## src/rtl/branch_sequencer_pkg.sv

```systemverilog
// Shared encodings for the branch sequencer: function codes, flag bit positions
// and FSM state constants.
package branch_pkg;

   localparam logic [3:0] FN_CALL = 4'd0;
   localparam logic [3:0] FN_BNO  = 4'd1;
   localparam logic [3:0] FN_BO   = 4'd2;
   localparam logic [3:0] FN_BNS  = 4'd3;
   localparam logic [3:0] FN_BS   = 4'd4;
   localparam logic [3:0] FN_BNC  = 4'd5;
   localparam logic [3:0] FN_BC   = 4'd6;
   localparam logic [3:0] FN_BNZ  = 4'd7;
   localparam logic [3:0] FN_BZ   = 4'd8;
   localparam logic [3:0] FN_BR   = 4'd9;
   localparam logic [3:0] FN_RET  = 4'd10;

   // Positions inside the {carry, sign, overflow, zero} flag word
   localparam int FLG_C = 3;
   localparam int FLG_S = 2;
   localparam int FLG_V = 1;
   localparam int FLG_Z = 0;

   typedef logic [1:0] state_t;

   localparam state_t ST_IDLE   = 2'd0;
   localparam state_t ST_EVAL   = 2'd1;
   localparam state_t ST_COMMIT = 2'd2;

endpackage

```

## src/rtl/branch_sequencer_cond.sv

```systemverilog
// Combinational branch decision: maps a function code and the ALU flags to
// taken/illegal. Kept standalone so the jump unit datapath can share it.
module branch_cond
   import branch_pkg::*;
(
   input  logic [3:0] func,
   input  logic [3:0] flags,
   output logic       taken,
   output logic       illegal
);

   always_comb begin
      taken   = 1'b0;
      illegal = 1'b0;
      case (func)
         FN_CALL, FN_BR, FN_RET: taken = 1'b1;
         FN_BNO:  taken = ~flags[FLG_V];
         FN_BO:   taken =  flags[FLG_V];
         FN_BNS:  taken = ~flags[FLG_S];
         FN_BS:   taken =  flags[FLG_S];
         FN_BNC:  taken = ~flags[FLG_C];
         FN_BC:   taken =  flags[FLG_C];
         FN_BNZ:  taken = ~flags[FLG_Z];
         FN_BZ:   taken =  flags[FLG_Z];
         default: illegal = 1'b1;
      endcase
   end

endmodule

```

## src/rtl/branch_sequencer.sv

```systemverilog
// Control-transfer sequencer: IDLE -> EVAL -> COMMIT, owns the flag register and
// return address. Define BRANCH_SEQUENCER_RA_STACK_EN for a circular return stack.
module branch_sequencer
   import branch_pkg::*;
#(
   parameter int ADDR_W    = 22,
   parameter int PC_W      = 32,
   parameter int RAS_DEPTH = 4
)(
   input  logic              clk,
   input  logic              rst,
   input  logic              req_valid,
   output logic              req_ready,
   input  logic [3:0]        req_func,
   input  logic [ADDR_W-1:0] req_addr,
   input  logic [PC_W-1:0]   req_pc,
   input  logic              flag_we,
   input  logic [3:0]        flag_in,
   output logic              pc_load,
   output logic [PC_W-1:0]   pc_target,
   output logic              flush,
   output logic              done,
   output logic              taken,
   output logic              illegal,
   output logic [PC_W-1:0]   ra_out
);

   state_t            state_reg;
   logic [3:0]        func_reg;
   logic [ADDR_W-1:0] addr_reg;
   logic [PC_W-1:0]   pc_reg;
   logic [3:0]        flag_reg;
   logic              taken_reg;
   logic              illegal_reg;
   logic [PC_W-1:0]   target_reg;
   logic [PC_W-1:0]   pc_target_reg;

   logic              accept;
   logic              commit;
   logic              cond_taken;
   logic              cond_illegal;
   logic              ra_underflow;
   logic [PC_W-1:0]   ra_top;
   logic [PC_W-1:0]   rel_target;
   logic [PC_W-1:0]   ret_addr;

   assign req_ready = (state_reg == ST_IDLE);
   assign accept    = req_valid && req_ready;
   assign commit    = (state_reg == ST_COMMIT);

   assign rel_target = pc_reg + {{(PC_W-ADDR_W){addr_reg[ADDR_W-1]}}, addr_reg};
   assign ret_addr   = pc_reg + PC_W'(1);

   branch_cond u_cond (
      .func    (func_reg),
      .flags   (flag_reg),
      .taken   (cond_taken),
      .illegal (cond_illegal)
   );

   always_ff @(posedge clk or posedge rst) begin
      if (rst) begin
         state_reg <= ST_IDLE;
      end else begin
         case (state_reg)
            ST_IDLE:   if (accept) state_reg <= ST_EVAL;
            ST_EVAL:   state_reg <= ST_COMMIT;
            ST_COMMIT: state_reg <= ST_IDLE;
            default:   state_reg <= ST_IDLE;
         endcase
      end
   end

   always_ff @(posedge clk or posedge rst) begin
      if (rst) begin
         func_reg <= '0;
         addr_reg <= '0;
         pc_reg   <= '0;
      end else if (accept) begin
         func_reg <= req_func;
         addr_reg <= req_addr;
         pc_reg   <= req_pc;
      end
   end

   // Updated in any state; EVAL samples it, so only writes up to the accept edge count
   always_ff @(posedge clk or posedge rst) begin
      if (rst) begin
         flag_reg <= '0;
      end else if (flag_we) begin
         flag_reg <= flag_in;
      end
   end

   always_ff @(posedge clk or posedge rst) begin
      if (rst) begin
         taken_reg   <= 1'b0;
         illegal_reg <= 1'b0;
         target_reg  <= '0;
      end else if (state_reg == ST_EVAL) begin
         taken_reg   <= cond_taken;
         illegal_reg <= cond_illegal || ((func_reg == FN_RET) && ra_underflow);
         target_reg  <= (func_reg == FN_RET) ? ra_top : rel_target;
      end
   end

   always_ff @(posedge clk or posedge rst) begin
      if (rst) begin
         pc_target_reg <= '0;
      end else if (commit && taken_reg) begin
         pc_target_reg <= target_reg;
      end
   end

   assign done      = commit;
   assign taken     = commit && taken_reg;
   assign illegal   = commit && illegal_reg;
   assign pc_load   = commit && taken_reg;
   assign flush     = commit && taken_reg;
   assign pc_target = (commit && taken_reg) ? target_reg : pc_target_reg;
   assign ra_out    = ra_top;

`ifdef BRANCH_SEQUENCER_RA_STACK_EN
   localparam int PTR_W = (RAS_DEPTH > 1) ? $clog2(RAS_DEPTH) : 1;
   localparam int CNT_W = $clog2(RAS_DEPTH + 1);
   localparam logic [PTR_W-1:0] PTR_MAX = PTR_W'(RAS_DEPTH - 1);
   localparam logic [CNT_W-1:0] CNT_MAX = CNT_W'(RAS_DEPTH);

   logic [PC_W-1:0]  ras_mem [RAS_DEPTH];
   logic [PTR_W-1:0] top_ptr_reg;
   logic [CNT_W-1:0] count_reg;
   logic [PTR_W-1:0] push_ptr;
   logic [PTR_W-1:0] pop_ptr;

   assign ra_underflow = (count_reg == '0);
   assign ra_top       = ra_underflow ? '0 : ras_mem[top_ptr_reg];
   assign push_ptr     = (top_ptr_reg == PTR_MAX) ? '0 : top_ptr_reg + PTR_W'(1);
   assign pop_ptr      = (top_ptr_reg == '0) ? PTR_MAX : top_ptr_reg - PTR_W'(1);

   // A push on a full stack simply overwrites the oldest slot as the pointer wraps
   always_ff @(posedge clk or posedge rst) begin
      if (rst) begin
         for (int i = 0; i < RAS_DEPTH; i++) ras_mem[i] <= '0;
         top_ptr_reg <= '0;
         count_reg   <= '0;
      end else if (commit) begin
         if (func_reg == FN_CALL) begin
            ras_mem[push_ptr] <= ret_addr;
            top_ptr_reg       <= push_ptr;
            if (count_reg != CNT_MAX) count_reg <= count_reg + CNT_W'(1);
         end else if ((func_reg == FN_RET) && !ra_underflow) begin
            top_ptr_reg <= pop_ptr;
            count_reg   <= count_reg - CNT_W'(1);
         end
      end
   end
`else
   logic [PC_W-1:0] ra_reg;

   assign ra_underflow = 1'b0;
   assign ra_top       = ra_reg;

   always_ff @(posedge clk or posedge rst) begin
      if (rst) begin
         ra_reg <= '0;
      end else if (commit && (func_reg == FN_CALL)) begin
         ra_reg <= ret_addr;
      end
   end
`endif

endmodule
```

## config.mk

```make
export PLATFORM = sky130hd
export DESIGN_NAME = branch_sequencer
export DESIGN_NICKNAME = d
export VERILOG_FILES = /design/src/rtl/branch_sequencer_pkg.sv /design/src/rtl/branch_sequencer_cond.sv /design/src/rtl/branch_sequencer.sv
export SDC_FILE = /design/constraint.sdc
export NUM_CORES = 1
export LEC_CHECK = 0
export ABC_AREA = 1
export CAP_MARGIN = 40
export CELL_PAD_IN_SITES_DETAIL_PLACEMENT = 0
export CELL_PAD_IN_SITES_GLOBAL_PLACEMENT = 1
export CORE_MARGIN = 3
export CORE_UTILIZATION = 30
export CTS_CLUSTER_SIZE = 30
export DETAILED_ROUTE_END_ITERATION = 8
export PLACE_DENSITY = 0.73
export SYNTH_ARGS = -nofsm -noshare
export SYNTH_HDL_FRONTEND = slang
export SYNTH_SLANG_ARGS = --single-unit
```

## constraint.sdc

```tcl
create_clock -name clk -period 5.3 [get_ports clk]
set_input_delay 0.53 -clock clk [delete_from_list [all_inputs] [get_ports clk]]
set_output_delay 0.53 -clock clk [all_outputs]
set_load 0.005 [all_outputs]
```

==> results.yml <==
clock_tree:
  ctsResizeCount: 0
  holdBufCountCts: 0
  cts_tree: "yes"
  clockBufferDepth: 2
  cts-root-buf: "clkbuf_16"
  insertion_delay_ns: 0.44
  clkSinkCount: 162
  ctsHtreeMaxLevel: 4
  cts_buffers: 17
  clk_pin_slew_ns: 0.07
  cts_setup_buffers: 0
cells_and_area:
  final_common_cell: "nand2_1"
  syn_to_final_growth_pct: 25.1
  mostFrequentLayoutCells: "581 x nand2_1, 185 x inv_1, 162 x dfrtp_1"
  drive_above_1_share: 0.0511
  fin_nets: 1611
  antennaDiodeCount: 0
timing:
  worstMarginPinSlew_ns: 0.592
  fmax_ghz: 0.310
  finalMaxSlewViolations: 0
  period_minus_slack_ns: 3.22
  fin_skew_ns: 0.0153
  finalHoldViolations: 0
  setup_tns_ns: 0
  slew_headroom: 0.606
  whs_ns: 0.354
  rsz0062_at_grt: "false"
  min_period_over_period: 0.608
  setup_viol: 0
worst_setup_path:
  crit_path_end_kind: "output port"
  reg2reg_slack_ns: 2.88
  worst-setup-path-type: "register to output port"
  r2r-end: "target_reg[24]$_DFFE_PP0N_"
  cp_max_fo: 34
  start_kind: "register"
  r2r-start: "pc_reg[0]$_DFFE_PP0P_"
  arrival_ns: 2.69
  critPathRequiredTime_ns: 4.77
  rr_worst_depth: 12
route:
  dr.pass1.iters: 7
  wire_per_inst_um: 15.4
  via_per_inst: 4.57
  drc: 0
  detail_route.wirelength_mm: 29.7
  vias: 8797
  drtIter0Drc: 541
  ant_nets: 0
synthesis:
  postSynthAreaPerCell_um2: 6.96
  syn-cell-area_um2: 9650
  synth_ff_type: "dfrtp_1"
  ys_ff_latch: 162
  async_reset_ff_frac: 1.00
  yosys.area.top_type_share: 0.420
  synth_seq_area_share: 0.420
  synth_top_cell_by_area: "dfrtp_1"
  ys_warn_count: 0
  synthDistinctLibCells: 39
  ys_top_cells_by_area: "dfrtp_1 42%, nand2_1 23%, inv_1 7.3%"
  synth-edff-count: 0
  synthCells: 1386
  synth_nets: 1485
grt:
  grt.total_usage: 0.179
  antenna_found_initial: 0
  grt_max_degree: 87
  grt_pass1_wl_mm: 46.9
  grt-ovfl-total: 0
  grt_pass1_vias: 8412
placed_design:
  io_buffers: 135
  gp_congestion: 0.866
  dp_hpwl_mm: 23.7
die:
  core_um2: 31600
  start_util: 0.305
  die_w_um: 185
  fp-row-count: 65
  ioPinCount: 136
  die_y_um: 185
  die_area_um2: 34400
power_and_ir_drop:
  irDropWorstVdd_mv: 0.216
  power_leakage_nw: 6.29
  power_density_nw_per_um2: 483
flow_run:
  cap_violations: 0
outcome:
  status: "complete, no violations"
min_path:
  hp-class: "input pin to asynchronous set/reset pin"
routing by layer:
metal	vias up	global-route usage	wire [um]
li1	4564	-	-
met1	4018	0.262	15300
met2	191	0.269	12800
met3	24	0.0342	1160
met4	0	0.0528	534
met5	-	0	0
cell families after synthesis:
logic type	share of synthesized area
xor gates and xnor gates	0.0254
adders and majority gates	0.0436
and+or+nand+nor	0.336
muxes	0.00233
DFF	0.420
buffers and inverters	0.0939
AOI/OAI and AO/OA	0.0784
stage by stage:
step	total power [mW]	cells	instance area (um^2)	setup WS [ns]	util
after CTS	5.89	1927	12100	2.00	0.382
after detailed placement	4.57	1895	11500	2.51	0.362
after floorplan	3.44	1386	9650	0.393	-
after global routing	6.33	1927	12100	1.78	0.382
final	5.83	1927	12100	2.08	0.382
after global placement	4.53	1893	11400	2.29	0.361
power by group:
| part | internal [mW] | switching, mW | total (mW) |
|---|---|---|---|
| combinational | 1.09 | 1.39 | 2.47 |
| sequential | 1.68 | 0.388 | 2.07 |
| clock | 0.769 | 0.521 | 1.29 |
worst max-delay path: stages, from the launching register on:
cell and delay (ns):
dfrtp_1 0.38, inv_1 0.08, nand2_1 0.11, nor2_2 0.10
buf_4 0.28, inv_1 0.24, buf_16 0.23, o21ai_0 0.25
clkdlybuf4s50_1 0.56
worst max-delay path by stage:
stage / to / startpoint / depth (start not counted) / slack, ns
after floorplan: addr_reg[0]$_DFFE_PP0P_ / rst / 1 / 0.39
after global placement: pc_target[1] / state_reg[0]$_DFFE_PP0P_ / 7 / 2.29
after detailed placement: pc_target[11] / state_reg[0]$_DFFE_PP0P_ / 8 / 2.51
after CTS: pc_target[6] / state_reg[0]$_DFFE_PP0P_ / 8 / 2.00
after global routing: pc_target[6] / state_reg[0]$_DFFE_PP0P_ / 8 / 1.78
final: pc_target[11] / state_reg[0]$_DFFE_PP0P_ / 8 / 2.08
final cells by class:
class	count	area, um^2
clock inverters	11	153
multi-input cells	989	4690
inverters	197	744
flip-flops and latches	162	4050
clock buffers	21	460
fillers	3352	19600
repair buffers	145	1470
well taps	402	503
synthesized netlist by cell type, types with 2 or more instances:
cell and instances:
nand2_1 581, inv_1 187, dfrtp_1 162, o21ai_0 84
nand3_1 75, nor2_1 75, ha_1 32, a21oi_1 26
clkbuf_1 23, xor2_1 17, nand4_1 16, buf_2 13
xnor2_1 11, inv_2 10, o21ai_1 9, nor4_1 8
o211ai_1 7, a31oi_1 5, nor2_2 5, nor3_1 5
or2_2 5, nor2_4 4, o21bai_1 4, o22ai_1 4
buf_4 2, mux2_2 2, nor3_4 2
(Power assumes the default switching activity.)
